--- src/rtl/alu_arbiter_pkg.sv ---
// Shared definitions for alu_arbiter: ALU control codes, FSM encoding, latched request struct.
package alu_arbiter_pkg;
  localparam int NUM_REQ = 2;

  localparam logic [2:0] CTRL_AND = 3'b000;
  localparam logic [2:0] CTRL_OR  = 3'b001;
  localparam logic [2:0] CTRL_ADD = 3'b010;
  localparam logic [2:0] CTRL_SUB = 3'b110;
  localparam logic [2:0] CTRL_MUL = 3'b011;

  typedef enum logic [1:0] {
    IDLE = 2'd0,
    EXEC = 2'd1,
    RESP = 2'd2
  } state_e;

  typedef struct packed {
    logic [31:0] data1;
    logic [31:0] data2;
    logic [2:0]  ctrl;
  } alu_req_t;
endpackage

--- src/rtl/alu_arbiter_if.sv ---
// Requester/response bundle for alu_arbiter; slave = arbiter side, master = requesters/consumer.
interface alu_arbiter_if;
  logic        req0_valid_i, req0_ready_o;
  logic [31:0] req0_data1_i, req0_data2_i;
  logic [2:0]  req0_ctrl_i;
  logic        req1_valid_i, req1_ready_o;
  logic [31:0] req1_data1_i, req1_data2_i;
  logic [2:0]  req1_ctrl_i;
  logic        resp_valid_o, resp_ready_i, resp_id_o, resp_zero_o, busy_o;
  logic [31:0] resp_data_o;

  modport slave (
    input  req0_valid_i, req0_data1_i, req0_data2_i, req0_ctrl_i,
    input  req1_valid_i, req1_data1_i, req1_data2_i, req1_ctrl_i,
    input  resp_ready_i,
    output req0_ready_o, req1_ready_o,
    output resp_valid_o, resp_id_o, resp_data_o, resp_zero_o, busy_o
  );

  modport master (
    output req0_valid_i, req0_data1_i, req0_data2_i, req0_ctrl_i,
    output req1_valid_i, req1_data1_i, req1_data2_i, req1_ctrl_i,
    output resp_ready_i,
    input  req0_ready_o, req1_ready_o,
    input  resp_valid_o, resp_id_o, resp_data_o, resp_zero_o, busy_o
  );
endinterface

--- src/rtl/alu_arbiter_alu.sv ---
// Combinational 32-bit ALU; unlisted control codes yield 0.
module alu_arbiter_alu
  import alu_arbiter_pkg::*;
(
  input  logic [31:0] a_i,
  input  logic [31:0] b_i,
  input  logic [2:0]  ctrl_i,
  output logic [31:0] y_o
);
  always_comb begin
    y_o = '0;
    case (ctrl_i)
      CTRL_AND: y_o = a_i & b_i;
      CTRL_OR:  y_o = a_i | b_i;
      CTRL_ADD: y_o = a_i + b_i;
      CTRL_SUB: y_o = a_i - b_i;
      CTRL_MUL: y_o = a_i * b_i;
      default:  y_o = '0;
    endcase
  end
endmodule

--- src/rtl/alu_arbiter.sv ---
// Two-requester front end for a shared ALU: arbitrate, latch, run 1 or MUL_CYCLES cycles, respond.
// Define ALU_ARB_RR_EN for round-robin contention; otherwise requester 0 has fixed priority.
module alu_arbiter
  import alu_arbiter_pkg::*;
#(
  parameter int MUL_CYCLES = 4
) (
  input logic         clk_i,
  input logic         rst_i,
  alu_arbiter_if.slave bus
);
  localparam int CW = $clog2(MUL_CYCLES + 1);

  logic     [NUM_REQ-1:0] req_vld;
  alu_req_t [NUM_REQ-1:0] req_op;

  assign req_vld   = {bus.req1_valid_i, bus.req0_valid_i};
  assign req_op[0] = '{data1: bus.req0_data1_i, data2: bus.req0_data2_i, ctrl: bus.req0_ctrl_i};
  assign req_op[1] = '{data1: bus.req1_data1_i, data2: bus.req1_data2_i, ctrl: bus.req1_ctrl_i};

  state_e      state_q, state_d;
  logic [CW-1:0] cnt_q, cnt_d;
  alu_req_t    op_q, op_d;
  logic        id_q, id_d;
  logic        resp_id_q, resp_id_d;
  logic        resp_zero_q, resp_zero_d;
  logic [31:0] resp_data_q, resp_data_d;
  logic [31:0] alu_y;
  logic        grant, accept;

  // Ready is only raised toward a requester that is actually presenting work.
  assign accept = (state_q == IDLE) && |req_vld;

`ifdef ALU_ARB_RR_EN
  logic last_q, last_d;

  always_comb begin
    grant  = (&req_vld) ? ~last_q : req_vld[1];
    last_d = accept ? grant : last_q;
  end

  always_ff @(posedge clk_i or posedge rst_i) begin
    if (rst_i) last_q <= 1'b1;
    else       last_q <= last_d;
  end
`else
  assign grant = ~req_vld[0] & req_vld[1];
`endif

  alu_arbiter_alu u_alu (
    .a_i   (op_q.data1),
    .b_i   (op_q.data2),
    .ctrl_i(op_q.ctrl),
    .y_o   (alu_y)
  );

  always_comb begin
    state_d     = state_q;
    cnt_d       = cnt_q;
    op_d        = op_q;
    id_d        = id_q;
    resp_id_d   = resp_id_q;
    resp_zero_d = resp_zero_q;
    resp_data_d = resp_data_q;
    case (state_q)
      IDLE: if (accept) begin
        op_d    = req_op[grant];
        id_d    = grant;
        cnt_d   = (req_op[grant].ctrl == CTRL_MUL) ? CW'(MUL_CYCLES) : CW'(1);
        state_d = EXEC;
      end
      EXEC: begin
        cnt_d = cnt_q - CW'(1);
        if (cnt_q == CW'(1)) begin
          resp_data_d = alu_y;
          resp_zero_d = (alu_y == 32'd0);
          resp_id_d   = id_q;
          state_d     = RESP;
        end
      end
      RESP: if (bus.resp_ready_i) state_d = IDLE;
      default: state_d = IDLE;
    endcase
  end

  always_ff @(posedge clk_i or posedge rst_i) begin
    if (rst_i) begin
      state_q     <= IDLE;
      cnt_q       <= '0;
      op_q        <= '0;
      id_q        <= 1'b0;
      resp_id_q   <= 1'b0;
      resp_zero_q <= 1'b0;
      resp_data_q <= '0;
    end else begin
      state_q     <= state_d;
      cnt_q       <= cnt_d;
      op_q        <= op_d;
      id_q        <= id_d;
      resp_id_q   <= resp_id_d;
      resp_zero_q <= resp_zero_d;
      resp_data_q <= resp_data_d;
    end
  end

  assign bus.req0_ready_o = accept && !grant;
  assign bus.req1_ready_o = accept && grant;
  assign bus.resp_valid_o = (state_q == RESP);
  assign bus.resp_id_o    = resp_id_q;
  assign bus.resp_data_o  = resp_data_q;
  assign bus.resp_zero_o  = resp_zero_q;
  assign bus.busy_o       = (state_q != IDLE);
endmodule

--- src/flat_wrapper.sv ---
// flat-port wrapper written by rule: the top's interface ports become plain ports
module alu_arbiter_flat import alu_arbiter_pkg::*;
#(
  parameter int MUL_CYCLES = 4
)
  (clk_i, rst_i, bus_req0_valid_i, bus_req0_data1_i, bus_req0_data2_i, bus_req0_ctrl_i, bus_req1_valid_i, bus_req1_data1_i, bus_req1_data2_i, bus_req1_ctrl_i, bus_resp_ready_i, bus_req0_ready_o, bus_req1_ready_o, bus_resp_valid_o, bus_resp_id_o, bus_resp_data_o, bus_resp_zero_o, bus_busy_o);
  alu_arbiter_if bus_i ();
  input logic clk_i;
  input logic rst_i;
  input wire logic [$bits(bus_i.req0_valid_i)-1:0] bus_req0_valid_i;
  input wire logic [$bits(bus_i.req0_data1_i)-1:0] bus_req0_data1_i;
  input wire logic [$bits(bus_i.req0_data2_i)-1:0] bus_req0_data2_i;
  input wire logic [$bits(bus_i.req0_ctrl_i)-1:0] bus_req0_ctrl_i;
  input wire logic [$bits(bus_i.req1_valid_i)-1:0] bus_req1_valid_i;
  input wire logic [$bits(bus_i.req1_data1_i)-1:0] bus_req1_data1_i;
  input wire logic [$bits(bus_i.req1_data2_i)-1:0] bus_req1_data2_i;
  input wire logic [$bits(bus_i.req1_ctrl_i)-1:0] bus_req1_ctrl_i;
  input wire logic [$bits(bus_i.resp_ready_i)-1:0] bus_resp_ready_i;
  output wire logic [$bits(bus_i.req0_ready_o)-1:0] bus_req0_ready_o;
  output wire logic [$bits(bus_i.req1_ready_o)-1:0] bus_req1_ready_o;
  output wire logic [$bits(bus_i.resp_valid_o)-1:0] bus_resp_valid_o;
  output wire logic [$bits(bus_i.resp_id_o)-1:0] bus_resp_id_o;
  output wire logic [$bits(bus_i.resp_data_o)-1:0] bus_resp_data_o;
  output wire logic [$bits(bus_i.resp_zero_o)-1:0] bus_resp_zero_o;
  output wire logic [$bits(bus_i.busy_o)-1:0] bus_busy_o;
  assign bus_i.req0_valid_i = bus_req0_valid_i;
  assign bus_i.req0_data1_i = bus_req0_data1_i;
  assign bus_i.req0_data2_i = bus_req0_data2_i;
  assign bus_i.req0_ctrl_i = bus_req0_ctrl_i;
  assign bus_i.req1_valid_i = bus_req1_valid_i;
  assign bus_i.req1_data1_i = bus_req1_data1_i;
  assign bus_i.req1_data2_i = bus_req1_data2_i;
  assign bus_i.req1_ctrl_i = bus_req1_ctrl_i;
  assign bus_i.resp_ready_i = bus_resp_ready_i;
  assign bus_req0_ready_o = bus_i.req0_ready_o;
  assign bus_req1_ready_o = bus_i.req1_ready_o;
  assign bus_resp_valid_o = bus_i.resp_valid_o;
  assign bus_resp_id_o = bus_i.resp_id_o;
  assign bus_resp_data_o = bus_i.resp_data_o;
  assign bus_resp_zero_o = bus_i.resp_zero_o;
  assign bus_busy_o = bus_i.busy_o;
  alu_arbiter #(.MUL_CYCLES(MUL_CYCLES)) u_core (.clk_i(clk_i), .rst_i(rst_i), .bus(bus_i));
endmodule
--- config.mk ---
export PLATFORM = sky130hd
export DESIGN_NAME = alu_arbiter_flat
export DESIGN_NICKNAME = d
export VERILOG_FILES = /design/src/rtl/alu_arbiter_pkg.sv /design/src/rtl/alu_arbiter_if.sv /design/src/rtl/alu_arbiter_alu.sv /design/src/rtl/alu_arbiter.sv /design/src/flat_wrapper.sv
export SDC_FILE = /design/constraint.sdc
export NUM_CORES = 2
export LEC_CHECK = 0
export ABC_AREA = 1
export CAP_MARGIN = 20
export CORE_MARGIN = 1
export CORE_UTILIZATION = 56
export DETAILED_ROUTE_END_ITERATION = 12
export GPL_TIMING_DRIVEN = 0
export PLACE_DENSITY = 0.8
export SETUP_SLACK_MARGIN = 0.5
export SLEW_MARGIN = 0
export SYNTH_ARGS = -nofsm -noshare
export SYNTH_HDL_FRONTEND = slang
export SYNTH_HIERARCHICAL = 1
export SYNTH_SLANG_ARGS = --single-unit
--- constraint.sdc ---
create_clock -name clk_i -period 6.4 [get_ports clk_i]
set_input_delay 0.64 -clock clk_i [delete_from_list [all_inputs] [get_ports clk_i]]
set_output_delay 0.64 -clock clk_i [all_outputs]
set_load 0.02 [all_outputs]
==> impl_metrics.json <==
{
  "worst-path-buf-inv": 5,
  "most-common-layout-cells": "955 x nand2_1, 813 x inv_1, 373 x fa_1",
  "grt_start_max_net_pins": 66,
  "slowest_delay_ps": 650,
  "hpwl_mm": 76.4,
  "vias": 24500,
  "ant_nets": 0,
  "reg2reg_depth": 27,
  "postSynthAreaPerCell_sq_um": 7.28,
  "grt_pass1_wl_mm": 146,
  "syn_to_final_growth_pct": 26.4,
  "io_buffer_count": 176,
  "synth_edf_count": 0,
  "cp-end-kind": "flop",
  "globalRouteOverflowTotal": 0,
  "seq_area_frac_synth_pct": 10.8,
  "holdPathEnd": "u_core/bus.resp_zero_o",
  "clk_path_buf_depth": 2,
  "holdPathStages": 2,
  "ys_warn_count": 6,
  "yosysUniqueCellTypes": 57,
  "finalSetupViolCount": 22,
  "grtUsageTotal_pct": 45.2,
  "fmax_mhz": 134,
  "cpMostUsedCell": "fa_1",
  "wl_met1_mm": 36.3,
  "dominantRegCellSynth": "dfrtp_1",
  "die-area_sq_um": 45100,
  "syn_nets": 4113,
  "final_layout_size_suffix_gt1_share_pct": 16.9,
  "slew_violations": 0,
  "violations": "negative setup slack",
  "tritoncts": "done",
  "post-route-period-util_pct": 117,
  "hp-start": "u_core/bus.resp_zero_o",
  "drv_cap": 0,
  "crit_required_ps": 6730,
  "rows": 76,
  "via_per_inst": 5.70,
  "io_pins": 177,
  "syn-cell-area_sq_um": 24800,
  "worst_pin_slew_ps": 1170,
  "met2_length_mm": 42.8,
  "routedWlPerCell_um": 23.7,
  "rr_startpoint": "u_core/op_q[14]",
  "dieWidth_um": 212,
  "initial_core_util_pct": 57.2,
  "regToRegSetupSlack_ps": -1080,
  "async_flop_share_pct": 100,
  "insertion_delay_ps": 390,
  "top_layer": "met5",
  "rsz0062_at_grt": "yes",
  "critPathTopFamily": "adder cells",
  "status": "finished, violations left",
  "final_hold_viol_count": 0,
  "first_iter_violations": 2925,
  "clockRootBuffer": "clkbuf_16",
  "ctsHtreeMaxLevel": 3,
  "cp-start-kind": "flop",
  "crit_path_top_delay_cell": "fa_2",
  "worst_slack_ps": -1080,
  "die_h_um": 212,
  "ys_seq_elements": 107,
  "grt_pass1_vias": 24200,
  "fill_cells": 3431,
  "cp_max_fo": 8,
  "hold_class": "flop to flop",
  "period_minus_slack_ps": 7480,
  "timing.slew.headroom_pct": 21.4,
  "r2r-end": "u_core/bus.resp_zero_o",
  "fin_nets": 4421,
  "totalWireLength_mm": 102,
  "final_common_cell": "nand2_1",
  "clock-sinks": 107,
  "gp_congestion": 1.06,
  "finalSetupTns_ps": -12020,
  "syn-instance-count": 3406,
  "crit_type": "flop to flop",
  "critPathArrivalTime_ps": 7810,
  "core-area_sq_um": 43400,
  "dr_wl_met3_mm": 13.3,
  "cts_hold_buf": 0,
  "firstDrtPassIters": 8,
  "path_clk_slew_ps": 90,
  "finalClockSkew_ps": 19.7,
  "drc": 0,
  "cts_inserted_buffers": 9,
  "antenna_found_initial": 2
}
## cell usage after synthesis (3+ instances only)
cell,instances,area [sq um]
nand2_1,1002,3760
inv_1,843,3160
fa_1,409,8190
ha_1,159,1990
nand3_1,158,791
o21ai_0,114,571
a21oi_1,108,541
dfrtp_1,107,2680
nor2_1,106,398
clkbuf_1,87,327
buf_2,32,160
xor2_1,31,272
buf_1,27,101
mux2_4,22,330
nor3_1,22,110
nand4_1,18,113
xnor2_1,16,140
a21o_1,12,90.1
o21bai_1,12,90.1
o2111ai_1,11,96.3
buf_6,8,90.1
inv_2,8,30.0
o21a_1,7,52.6
o21ai_1,7,35.0
a21oi_2,6,52.6
a31oi_1,6,37.5
nor2_2,5,31.3
buf_4,4,30.0
maj3_1,4,40.0
nand3_2,4,40.0
o211ai_1,4,30.0
o31ai_1,4,30.0
or2_2,4,25.0
mux2_2,3,33.8
nand3b_1,3,22.5
nor2_4,3,33.8
nor4_1,3,18.8
o21ai_2,3,26.3
o221ai_1,3,26.3
## worst reg2reg max path, delay by kind of cell, from the launching register on
family | cells | cell delay, ps
adders and majority gates | 9 | 4460
buffers and inverters | 5 | 570
and+or+nand+nor | 7 | 760
DFF | 1 | 410
AOI/OAI and AO/OA | 6 | 1230
## cell type report
cell class	instances	area [sq um]	share of cell area, %
multi-input cells	2287	19700	62.7
well taps	585	732	2.33
repair buffers	297	2800	8.92
clock inverters	7	110	0.351
inverters	852	3210	10.2
clock buffers	9	225	0.718
diodes	1	2.50	0.00798
plain buffers	160	1890	6.03
flip-flops and latches	107	2720	8.66
## metal layers
metal	vias up	track usage, %
met5	-	0
met4	2	35.6
met3	458	15.8
met2	1703	66.5
met1	11700	53.9
li1	10700	-
## stage by stage
stage          cell area [sq um]  util (%)  setup slack (ps)  cells  hold slack [ps]
4_1_cts                    30400      70.1              -843   4268              481
6_report                   31400      72.3             -1080   4305              487
3_5_place_dp               28000      64.5             -2230   4168              462
3_3_place_gp               27900      64.4             -2200   4167              460
5_1_grt                    31300      72.3             -1270   4304              503
2_1_floorplan              25400         -             -95.8   3406              460
## state kept, by name, summed over array words and instances (netlist names)
name                    flops
u_core/bus.resp_data_o     32
u_core/id_q                 1
u_core/state_q              2
u_core/bus.resp_id_o        1
u_core/op_q                67
u_core/bus.resp_zero_o      1
u_core/cnt_q                3
## worst max-delay path by stage
stage / from / to / slack (ps) / depth (start not counted)
after floorplan: u_core/op_q[7] / u_core/bus.resp_zero_o / -100 / 33
after global placement: u_core/op_q[38] / u_core/bus.resp_zero_o / -2200 / 32
after detailed placement: u_core/op_q[38] / u_core/bus.resp_zero_o / -2230 / 32
after CTS: u_core/op_q[8] / u_core/bus.resp_data_o[26] / -840 / 28
after global routing: u_core/op_q[8] / u_core/bus.resp_zero_o / -1270 / 28
final: u_core/op_q[14] / u_core/bus.resp_zero_o / -1080 / 27
## timing repair
item	CTS	global route
endpoints found under the setup margin	27	24
gates cloned	1	1
setup buffers	83	34
pin swaps	89	95
gates resized for setup	375	175
## cell families after synthesis
group	Yosys count	share of synthesized area, %
AOI/OAI and AO/OA	306	7.09
xor gates and xnor gates	48	1.73
adders and majority gates	572	41.2
buffers and inverters	1012	15.8
DFF	107	10.8
muxes	25	1.47
and+or+nand+nor	1336	21.9
Power is left out: the tool's default activity adds up to more than one toggle a clock period on the data nets, which glitch-free logic cannot reach.
